### src/rtl/cdb_arbiter.sv
// Common data bus arbiter: round-robin grant among result producers
// into a single registered broadcast slot with backpressure and flush.
module cdb_arbiter #(
  parameter int N_REQ    = 3,
  parameter int ROB_BITS = 5
) (
  input  logic                      clk,
  input  logic                      reset,
  input  logic                      flush,
  input  logic [N_REQ-1:0]          req_valid,
  input  logic [N_REQ*ROB_BITS-1:0] req_rob,
  input  logic [N_REQ*32-1:0]       req_result,
  input  logic [N_REQ-1:0]          req_branch,
  input  logic [N_REQ-1:0]          req_from_mem,
  input  logic                      cdb_ready,
  output logic [N_REQ-1:0]          yummy,
  output logic                      cdb_valid,
  output logic [ROB_BITS-1:0]       cdb_rob,
  output logic [31:0]               cdb_result,
  output logic                      cdb_branch,
  output logic                      cdb_from_mem,
  output logic [1:0]                cdb_src
);

  localparam int PW = (N_REQ > 1) ? $clog2(N_REQ) : 1;

  logic [PW-1:0]       rr_ptr;
  logic [PW-1:0]       nxt_ptr;
  logic                open;
  logic                found;
  logic                grant;
  logic [N_REQ-1:0]    win_oh;
  logic [ROB_BITS-1:0] sel_rob;
  logic [31:0]         sel_res;
  logic                sel_br;
  logic                sel_mem;
  logic [1:0]          sel_src;
  int                  t;

  assign open  = !cdb_valid || cdb_ready;
  assign grant = open && !flush && found;

  // Scan offsets from rr_ptr upward; first valid requester wins.
  always_comb begin
    found   = 1'b0;
    win_oh  = '0;
    sel_rob = '0;
    sel_res = '0;
    sel_br  = 1'b0;
    sel_mem = 1'b0;
    sel_src = 2'd0;
    nxt_ptr = rr_ptr;
    t       = 0;
    for (int i = 0; i < N_REQ; i++) begin
      t = int'(rr_ptr) + i;
      if (t >= N_REQ) t = t - N_REQ;
      for (int j = 0; j < N_REQ; j++) begin
        if (!found && j == t && req_valid[j]) begin
          found     = 1'b1;
          win_oh[j] = 1'b1;
          sel_rob   = req_rob[j*ROB_BITS +: ROB_BITS];
          sel_res   = req_result[j*32 +: 32];
          sel_br    = req_branch[j];
          sel_mem   = req_from_mem[j];
          sel_src   = 2'(j);
          nxt_ptr   = (j == N_REQ-1) ? '0 : PW'(j + 1);
        end
      end
    end
  end

  assign yummy = (grant && !reset) ? win_oh : '0;

  always_ff @(posedge clk or posedge reset) begin
    if (reset) begin
      cdb_valid    <= 1'b0;
      cdb_rob      <= '0;
      cdb_result   <= '0;
      cdb_branch   <= 1'b0;
      cdb_from_mem <= 1'b0;
      cdb_src      <= 2'd0;
      rr_ptr       <= '0;
    end else if (flush) begin
      cdb_valid <= 1'b0;
    end else if (open) begin
      if (found) begin
        cdb_valid    <= 1'b1;
        cdb_rob      <= sel_rob;
        cdb_result   <= sel_res;
        cdb_branch   <= sel_br;
        cdb_from_mem <= sel_mem;
        cdb_src      <= sel_src;
        rr_ptr       <= nxt_ptr;
      end else begin
        cdb_valid <= 1'b0;
      end
    end
  end

endmodule

### config.mk
export PLATFORM = sky130hd
export DESIGN_NAME = cdb_arbiter
export DESIGN_NICKNAME = d
export VERILOG_FILES = /design/src/rtl/cdb_arbiter.sv
export SDC_FILE = /design/constraint.sdc
export NUM_CORES = 1
export LEC_CHECK = 0
export BUFFER_PORTS_ARGS = -buffer_cell sky130_fd_sc_hd__buf_2
export CORE_MARGIN = 4
export CORE_UTILIZATION = 35
export CTS_CLUSTER_DIAMETER = 80
export DETAILED_ROUTE_END_ITERATION = 10
export HOLD_SLACK_MARGIN = 0.15
export PLACE_DENSITY = 0.67
export SYNTH_ARGS = -nofsm -noshare
export SYNTH_HDL_FRONTEND = slang
export SYNTH_SLANG_ARGS = --single-unit
### constraint.sdc
create_clock -name clk -period 4.4 [get_ports clk]
set_clock_uncertainty 0.2 [all_clocks]
set_input_delay 0.44 -clock clk [delete_from_list [all_inputs] [get_ports clk]]
set_output_delay 0.44 -clock clk [all_outputs]
set_load 0.005 [all_outputs]
### Yosys cells after proc, flatten, opt, wreduce, memory -nomap -nowiden

Index checks and enable logic that the tools add are counted.

* flip-flop bits (word level): 44
* latch bits: 0
* bits in writable memories: 0
* bits in read-only memories: 0
* bits of input ports: 124
* output and inout bits: 45
* logic and storage cells: 138
* memories kept: 0

* add/sub/neg operators: 5
* multiply operators: 0
* divide/modulo/power cells: 0
* $lt $le $gt $ge: 3
* equal/unequal tests: 6
* shifts and indexed selects: 0
* mux-type cells: 77
* bitwise logic cells: 1
* reduce and logical (&&, ||, !) cells: 39

Operators by type and width (number)
* $mux W32: 12
* $eq A2 B32 Y1 const A: 3
* $eq A3 B32 Y1 const A: 3
* $logic_not A32 Y1: 3
* $mux W5: 9
* $mux W1: 39
* $mux W2: 16
* $logic_and A1 B1 Y1: 20
* $logic_not A1 Y1: 11
* $reduce_bool A9 Y1: 1
* $sub A3 B2 Y4 const B: 2
* $ge A3 B2 Y1 const B: 2
* $reduce_and A4 Y1: 1
* $add A2 B1 Y3 const B: 1
* $add A2 B2 Y3 const B: 1
* $mux W3: 1
* $reduce_and A3 Y1: 1
* $sub A2 B2 Y3 const B: 1
* $ge A2 B2 Y1 const B: 1
* $reduce_bool A2 Y1: 1
* $logic_or A1 B1 Y1: 1
* $not A1 Y1: 1

### Depth between registers and ports, before layout

Gate-level depths: netlist of the first run.

* word-level depth: 40
* depth in mapped cells: 10
* depth with buffers taken out: 7

### Least setup slack after synthesis of the first run

OpenSTA, ideal clock, no wires.

* path kind: flip-flop to output port
* start: register rr_ptr[0]
* end: output port yummy[0]
* data arrival time: 1.837 ns
* data required time: 3.760 ns
* setup slack: 1.923 ns
* stages on the path, launching flop included: 9
* buffers on the path: 2
* path through: dfrtp_1 -> inv_1 -> ha_1 -> or2_2 -> o32ai_2 -> or3_1 -> buf_2 -> buf_2 -> nor3_1

* word-level cells in the longest chain between the ends: 40
* elaborated cells on any way between the ends: 59
* those cells by class: add/sub: 5; order compare: 3; eq/ne: 6; mux: 15; reduce/logical: 30

RTL lines
* from (decl): line 27 `logic [PW-1:0] rr_ptr;`
* from (signal assigned): line 93 `rr_ptr <= nxt_ptr;`
* $sub A2 B2 Y3 / $ge A2 B2 Y1 (equally long branches): line 56 `if (t >= N_REQ) t = t - N_REQ;`
* $mux W32: line 56
* $logic_not A32 Y1: line 58 `if (!found && j == t && req_valid[j]) begin`
* $logic_and A1 B1 Y1: line 58
* $mux W1: line 58
* $logic_not A1 Y1: line 58
* $logic_and A1 B1 Y1 (2 in a row): line 58
* $mux W1: line 58
* (+21 left out)
* $logic_and A1 B1 Y1 (2 in a row): line 58
* $mux W1: line 58
* $logic_not A1 Y1: line 58
* $logic_and A1 B1 Y1 (2 in a row): line 58
* $mux W1: line 58
* $logic_and A1 B1 Y1: line 41 `assign grant = open && !flush && found;`
* $logic_and A1 B1 Y1: line 72 `assign yummy = (grant && !reset) ? win_oh : '0;`
* $mux W3 *: line 72
* to (decl): line 16 `output logic [N_REQ-1:0] yummy,`

Mark *: on every way between the ends. The rest lies on a longest branch, timed or not.

### Worst setup path in the final report of the first run

* start: register rr_ptr[0]
* end: output port yummy[1]

Same word-level chain as after synthesis.

==> metrics.yaml, run 1 <==
reg2reg_to: "cdb_rob[2]"
yosysWarnings: 0
cp_max_fo: 24
ys.flop_type: "dfrtp_1"
switchingPower_mw: 1.04
hpwl_mm: 6.84
wl_per_cell_um: 16.6
cp-start-kind: "flip-flop"
initial_core_util_pct: 36.3
holdCritPathClass: "input port to async pin"
worstReg2RegStart: "rr_ptr[0]"
port_buffers: 168
powerDensity_nw_per_um2: 624
ys_seq_area_share_pct: 38.9
p_sw_share_pct: 43.4
synth_seq_cells: 44
p_clk_share_pct: 14.3
h-tree-depth: 2
first_pass_iters: 5
vdd_drop_max_mv: 0.266
fin_nets: 585
synth_top_area_share_pct: 38.9
synth_top_cells_by_area: "dfrtp_1, a221oi_2, nand3_1, a21oi_1, nor2_1"
die_w_um: 98.0
setup_viol_count_final: 0
row_count: 32
synth_nets: 432
setup_slack_ns: 1.12
fin_crit_sh_pct: 74.6
fillers: 748
synth_area_sq_um: 2830
synth.distinct_cells: 42
vias_per_cell: 5.45
core_area_sq_um: 7810
worst-r2r-setup-slack_ns: 1.39
p_leak_nw: 1.85
critPathMaxStageDelay_ns: 0.78
area_growth_pct: 35.8
cts.sinks: 44
routabilityCongestion: 0.825
grt_first_pass_wirelength_mm: 15.4
synth_edf_count: 0
cts_buffer_depth: 2
drtIter0Drc: 106
seqPwrFrac_pct: 29.8
slew_violations: 0
layout-drive-gt1-share_pct: 48.5
drc: 0
grt_usage_pct: 19.2
fp.dieH_um: 98.0
crit_slowest_cell: "or3_2"
p_int_mw: 1.36
grt_pass1_vias: 3217
n_antenna_cell: 0
pre_cts_ws_ns: 1.31
async_flop_share_pct: 100
vias: 3063
ant_nets: 0
crit_arrival_ns: 2.64
postCtsSetupBuffers: 0
worstSetupPathType: "flip-flop to primary output"
overflow: 0
crit_chain: "inv_1, ha_1, or2_2, o32ai_2, or3_2, nor3_1, buf_2"
slew_headroom_pct: 26.8
cap_violations: 0
cts_buffers: 5
seqCellArea_sq_um: 1100
setup-tns-final_ns: 0
clkTransAtPathRegs_ns: 0.09
reg2regPathDepth: 8
synth_area_per_cell_sq_um: 9.26
yosys.area.top_type: "dfrtp_1"
dieArea_sq_um: 9600
final_core_util_pct: 49.3
multi_input_area_sq_um: 1580
syn_inst: 306
worst_pin_slew_ns: 1.10
combPwrFrac_pct: 55.9
required_ns: 3.76
finalHoldViolCount: 0
worstSetupEndpointType: "primary output"
period_minus_slack_ns: 3.28
antenna_found_initial: 0
routed_wl_mm: 9.31
ios: 169
clk_latency_ns: 0.29
max_freq_ghz: 0.305
cts_root_buf: "clkbuf_8"
grt_max_degree: 45
rsz0062_at_grt: "no"
status: "complete, no violations"
cts_tree: "yes"
-- cell type report --
| cell class | instances | share of cell area [%] |
|---|---|---|
| multi-input cells | 228 | 41.1 |
| inverters | 6 | 0.585 |
| clock buffers | 7 | 2.50 |
| clock inverters | 1 | 0.780 |
| repair buffers | 174 | 23.1 |
| well taps | 102 | 3.32 |
| flip-flops and latches | 44 | 28.6 |
-- routing by layer --
metal	vias to the layer above	global-route usage [%]	part of all wire, %
met2	160	32.5	47
met1	1422	24.5	41
li1	1471	-	-
met4	0	3.83	0.98
met3	10	5.57	11
met5	-	0	0
-- repair_timing --
action	CTS	global route
endpoints found under the setup margin	0	0
hold buffers	1	0
gates resized for setup	0	0
endpoints found under the hold margin	1	0
-- synth_stat cells (3+ instances only) --
cell type,number
a221oi_1,11
nor3_1,4
inv_1,6
a21o_1,6
a21oi_1,34
nand4_1,3
buf_4,6
nand2_1,12
nand2b_1,4
a221oi_2,28
nor2b_1,3
dfrtp_1,44
o21ai_0,6
o311ai_1,6
nor2_1,42
clkbuf_1,11
nand3_1,38
buf_2,11
-- power groups by stage --
stage	Combinational [mW]	Clock, mW	Sequential, mW
after floorplan	0.888	0	0.729
after global placement	1.33	0	0.724
after detailed placement	1.36	0	0.718
after CTS	1.36	0.356	0.718
after global routing	1.50	0.369	0.742
final	1.34	0.344	0.716
-- worst max path at each step --
| stage | start | end | slack, ns | cells after the start |
|---|---|---|---|---|
| after global routing | rr_ptr[0] | yummy[0] | 0.87 | 7 |
| after global placement | req_valid[2] | yummy[0] | 1.34 | 5 |
| after CTS | rr_ptr[0] | yummy[0] | 1.11 | 7 |
| final | rr_ptr[0] | yummy[1] | 1.12 | 7 |
| after floorplan | rr_ptr[0] | yummy[0] | 1.92 | 8 |
| after detailed placement | req_valid[2] | cdb_rob[2] | 1.31 | 6 |
-- state kept, by name (all words and copies together), names as in the netlist --
| name | count |
|---|---|
| rr_ptr | 2 |
| cdb_result | 32 |
| cdb_branch | 1 |
| cdb_valid | 1 |
| cdb_from_mem | 1 |
| cdb_rob | 5 |
| cdb_src | 2 |
-- kinds of logic after synthesis --
group,count (synthesis),share of synthesized area [%]
multiplexers,1,0.353
AND/OR/NAND/NOR,118,20.4
adder cells (fa/ha/maj),2,0.883
flip-flops,44,38.9
AO/OA/AOI/OAI,107,33.7
buffers and inverters,34,5.78
-- cells in the final DEF (no fill, tap or decap), types with 2 or more instances in the layout --
cell	Yosys	routed
inv_1	6	5
a221oi_1	11	11
buf_2	11	168
a211oi_1	2	2
ha_1	2	2
clkbuf_8	0	7
nand3_1	38	38
nand4_1	3	3
nor3_1	4	4
o311ai_1	6	6
nor3_4	2	2
nand2_1	12	12
a221oi_2	28	28
nor2_1	42	41
a21o_1	6	6
a21oi_1	34	34
dfrtp_1	44	44
nor2b_1	3	3
o21ai_0	6	6
buf_4	6	5
nand2b_1	4	4
a31oi_1	2	2
-- critical path, delay by kind of cell (launching register included) --
family / cells / cell delay [ns]
AOI/OAI and AO/OA: 1 / 0.12
DFF: 1 / 0.38
and+or+nand+nor: 3 / 1.26
buffers and inverters: 2 / 0.22
adders and majority gates: 1 / 0.37
-- stage by stage --
stage               hold WS [ns]  area, sq um  power (mW)  std cells
detailed placement         0.294         3710        2.07        553
finish                     0.172         3850        2.40        562
global route               0.188         3850        2.61        562
floorplan                  0.270         2830        1.62        306
CTS                        0.183         3850        2.43        562
global placement           0.287         3710        2.05        553
(Power assumes the default switching activity.)
==> inputs of run 2 (changes only) <==
--- a/config.mk
+++ b/config.mk
@@ -5,13 +5,13 @@
 export SDC_FILE = /design/constraint.sdc
 export NUM_CORES = 1
 export LEC_CHECK = 0
+export ABC_AREA = 1
 export BUFFER_PORTS_ARGS = -buffer_cell sky130_fd_sc_hd__buf_2
 export CORE_MARGIN = 4
 export CORE_UTILIZATION = 35
 export CTS_CLUSTER_DIAMETER = 80
 export DETAILED_ROUTE_END_ITERATION = 10
 export HOLD_SLACK_MARGIN = 0.15
-export PLACE_DENSITY = 0.67
 export SYNTH_ARGS = -nofsm -noshare
 export SYNTH_HDL_FRONTEND = slang
 export SYNTH_SLANG_ARGS = --single-unit
==> constraint.sdc (replaced) <==
create_clock -name clk -period 3.4 [get_ports clk]
set_clock_uncertainty 0.2 [all_clocks]
set_input_delay 0.34 -clock clk [delete_from_list [all_inputs] [get_ports clk]]
set_output_delay 0.34 -clock clk [all_outputs]
set_load 0.005 [all_outputs]
==> metrics.yaml, run 2 <==
status: "complete, no violations"
drc: 0  # unchanged
wl_per_cell_um: 15.1  # -9.1%
synth_seq_cells: 44  # unchanged
synth_area_sq_um: 4250  # +50%
slew_headroom_pct: 52.5  # +26 points
fin_nets: 1024  # +75%
layout_commonest_cell: "nand2_1"
routed_wl_mm: 15.7  # +69%
synth_top_area_share_pct: 29.2  # -9.6 points
seqCellArea_sq_um: 1100  # unchanged
clkTransAtPathRegs_ns: 0.07  # -0.02 ns
hpwl_mm: 10.6  # +56%
path_delay_family: "simple AND/OR/NAND/NOR gates"
slew_violations: 0  # unchanged
grt_max_degree: 48  # +6.7%
ant_nets: 0  # unchanged
powerDensity_nw_per_um2: 739  # +18%
synth.distinct_cells: 24  # -43%
critPathMaxStageDelay_ns: 0.37  # -0.41 ns
p_leak_nw: 3.13  # +69%
largest_register: "cdb_result"
pre_cts_ws_ns: 0.280  # -1.03 ns
cts.sinks: 44  # unchanged
max_freq_ghz: 0.314
layout-drive-gt1-share_pct: 23.0  # -25 points
setup_viol_count_final: 0  # unchanged
yosysMostFrequentCell: "nand2_1"
vias_per_cell: 5.11  # -6.3%
holdCritPathClass: "input port to flip-flop"
n_antenna_cell: 0  # unchanged
synth_area_per_cell_sq_um: 5.61  # -39%
cts_root_buf: "clkbuf_16"
total_power_mw: 3.94  # +64%
reg.largest.list: "cdb_result: 32 flops, cdb_rob: 5 flops"
async_flop_share_pct: 100  # unchanged
vdd_drop_max_mv: 0.293  # +10%
drtIter0Drc: 337  # +220%
worst_pin_slew_ns: 0.712  # -0.383 ns
grt_usage_pct: 21.7  # +2.5 points
crit_slowest_cell: "dfrtp_1"
postCtsSetupBuffers: 0  # unchanged
synth_top_cells_by_area: "nand2_1, dfrtp_1, nand3_1, nand4_1, inv_1"
fp.dieH_um: 118  # +21%
fillers: 1310  # +75%
synth_nets: 884  # +100%
h-tree-depth: 2  # unchanged
vias: 5321  # +74%
yosysWarnings: 0  # unchanged
grt_first_pass_wirelength_mm: 25.4  # +65%
fin_crit_sh_pct: 93.6
syn_inst: 758  # +150%
worstSetupPathType: "flip-flop to primary output"
overflow: 0  # unchanged
yosys.area.top_type: "nand2_1"
core_area_sq_um: 11700  # +49%
synth_compound_area_share_pct: 5.83  # -28 points
cp-start-kind: "flip-flop"
synth_fa_ha_area_share_pct: 0.588  # -0.29 points
area_growth_pct: 25.4
ys_seq_area_share_pct: 25.9  # -13 points
required_ns: 2.86  # -0.90 ns
ios: 169  # unchanged
first_pass_iters: 5  # unchanged
layout_common_cells: "nand2_1, buf_2, nand3_1"
antenna_found_initial: 0  # unchanged
grt_pass1_vias: 4955  # +54%
rsz0062_at_grt: "no"
cts_buffer_depth: 2  # unchanged
setup_slack_ns: 0.217  # -0.900 ns
cts_tree: "yes"
period_minus_slack_ns: 3.18
port_buffers: 168  # unchanged
clk_latency_ns: 0.28  # about the same
worstSetupEndpointType: "primary output"
cap_violations: 0  # unchanged
initial_core_util_pct: 36.5  # +0.17 points
ys.flop_type: "dfrtp_1"
critPathBufInv: 3  # +1
setup-tns-final_ns: 0  # unchanged
cts_buffers: 5  # unchanged
crit_arrival_ns: 2.64  # about the same
holdWs_ns: 0.178  # +0.00538 ns
synth_edf_count: 0  # unchanged
synth_top_family_by_area: "simple AND/OR/NAND/NOR gates"
routabilityCongestion: 0.913  # +11%
crit_chain: "inv_1, ha_1, o21ai_1, nand4_1, nor2_4, nor2_4, nand3_2, nand2_2, inv_2, nand2_1, a21oi_1, buf_2"
dieArea_sq_um: 14000  # +46%
crit_path_frequent_cell: "nor2_4"
die_w_um: 118  # +21%
synthSimpleGateAreaFrac_pct: 55.8  # +35 points
row_count: 39  # +22%
largest_register_ffs: 32  # unchanged
finalHoldViolCount: 0  # unchanged
cp_max_fo: 17  # -29%
yosys-top-cells-count: "nand2_1, nand3_1, inv_1"
multi_input_area_sq_um: 2680  # +69%
synth_xor_xnor_area_share_pct: 0  # unchanged
muxShareOfSynthArea_pct: 0  # -0.35 points
run 2: cell count changes after synthesis, moves of 8 or more:
cell | previous run | this run
a221oi_2 | 28 | 0
a221oi_1 | 11 | 0
nand3_1 | 38 | 81
nand4_1 | 3 | 41
clkbuf_1 | 11 | 25
buf_2 | 11 | 19
nor2_1 | 42 | 51
nand2_1 | 12 | 331
inv_1 | 6 | 58
nor3_1 | 4 | 39
run 2: worst min-delay path: stages:
cell     delay (ns)
buf_2          0.09
nand2_1        0.05
nand3_1        0.06
nand2_1        0.04
nand2_1        0.05
run 2: final cells by class:
cell class	count	share of cell area (%)
Timing Repair Buffer	186	18.9
Inverter	59	4.15
Tap cell	143	3.35
Clock buffer	5	2.35
Multi-Input combinational cell	602	50.2
Sequential cell	44	20.6
Clock inverter	3	0.446
run 2: final timing paths:
check                           cells past startpoint  slack, ns      startpoint             end
worst max-delay path                               12       0.22       rr_ptr[0]        yummy[1]
worst min-delay path                                5       0.18  req_result[50]  cdb_result[18]
worst max register to register                     11       0.54       rr_ptr[0]       rr_ptr[0]
worst min register to register                      2       0.27   cdb_result[8]   cdb_result[8]
max in group asynchronous                           4       1.96           reset  cdb_result[26]
min in group asynchronous                           4       0.63           reset   cdb_result[9]
run 2: cells by family (layout without fill, tap and decap cells):
kind of cell / after synthesis / after routing
flops: 44 / 44
buf+inv: 113 / 253
compound gates: 48 / 48
fa+ha+maj: 2 / 2
simple gates: 551 / 552
run 2: power breakdown:
| group | internal, mW | leakage [nW] | total, mW | switching, mW |
|---|---|---|---|---|
| sequential | 0.746 | 0.563 | 0.866 | 0.120 |
| clock | 0.274 | 0.0660 | 0.496 | 0.222 |
| combinational | 0.886 | 2.50 | 2.58 | 1.69 |
run 2: timing repair:
item | in CTS | in global routing
setup endpoints to repair | 0 | 7
endpoints found under the hold margin | 45 | 0
gates resized for setup | 0 | 2
hold buffers | 2 | 0
run 2: metal layers:
| layer | vias to the layer above | wire length, um | part of all wire (%) | global-route usage, % |
|---|---|---|---|---|
| li1 | 2709 | - | - | - |
| met1 | 2371 | 7160 | 46 | 30.0 |
| met2 | 227 | 7220 | 46 | 35.5 |
| met3 | 14 | 1160 | 7.4 | 3.82 |
| met4 | 0 | 150 | 0.96 | 4.62 |
| met5 | - | 0 | 0 | 0 |
run 2: per-stage QoR:
step | instance area (sq um) | cells | util [%]
final | 5340 | 1042 | 45.7
after global routing | 5340 | 1042 | 45.7
after CTS | 5320 | 1041 | 45.6
after detailed placement | 5150 | 1031 | 44.2
after global placement | 5150 | 1031 | 44.2
after floorplan | 4250 | 758 | -
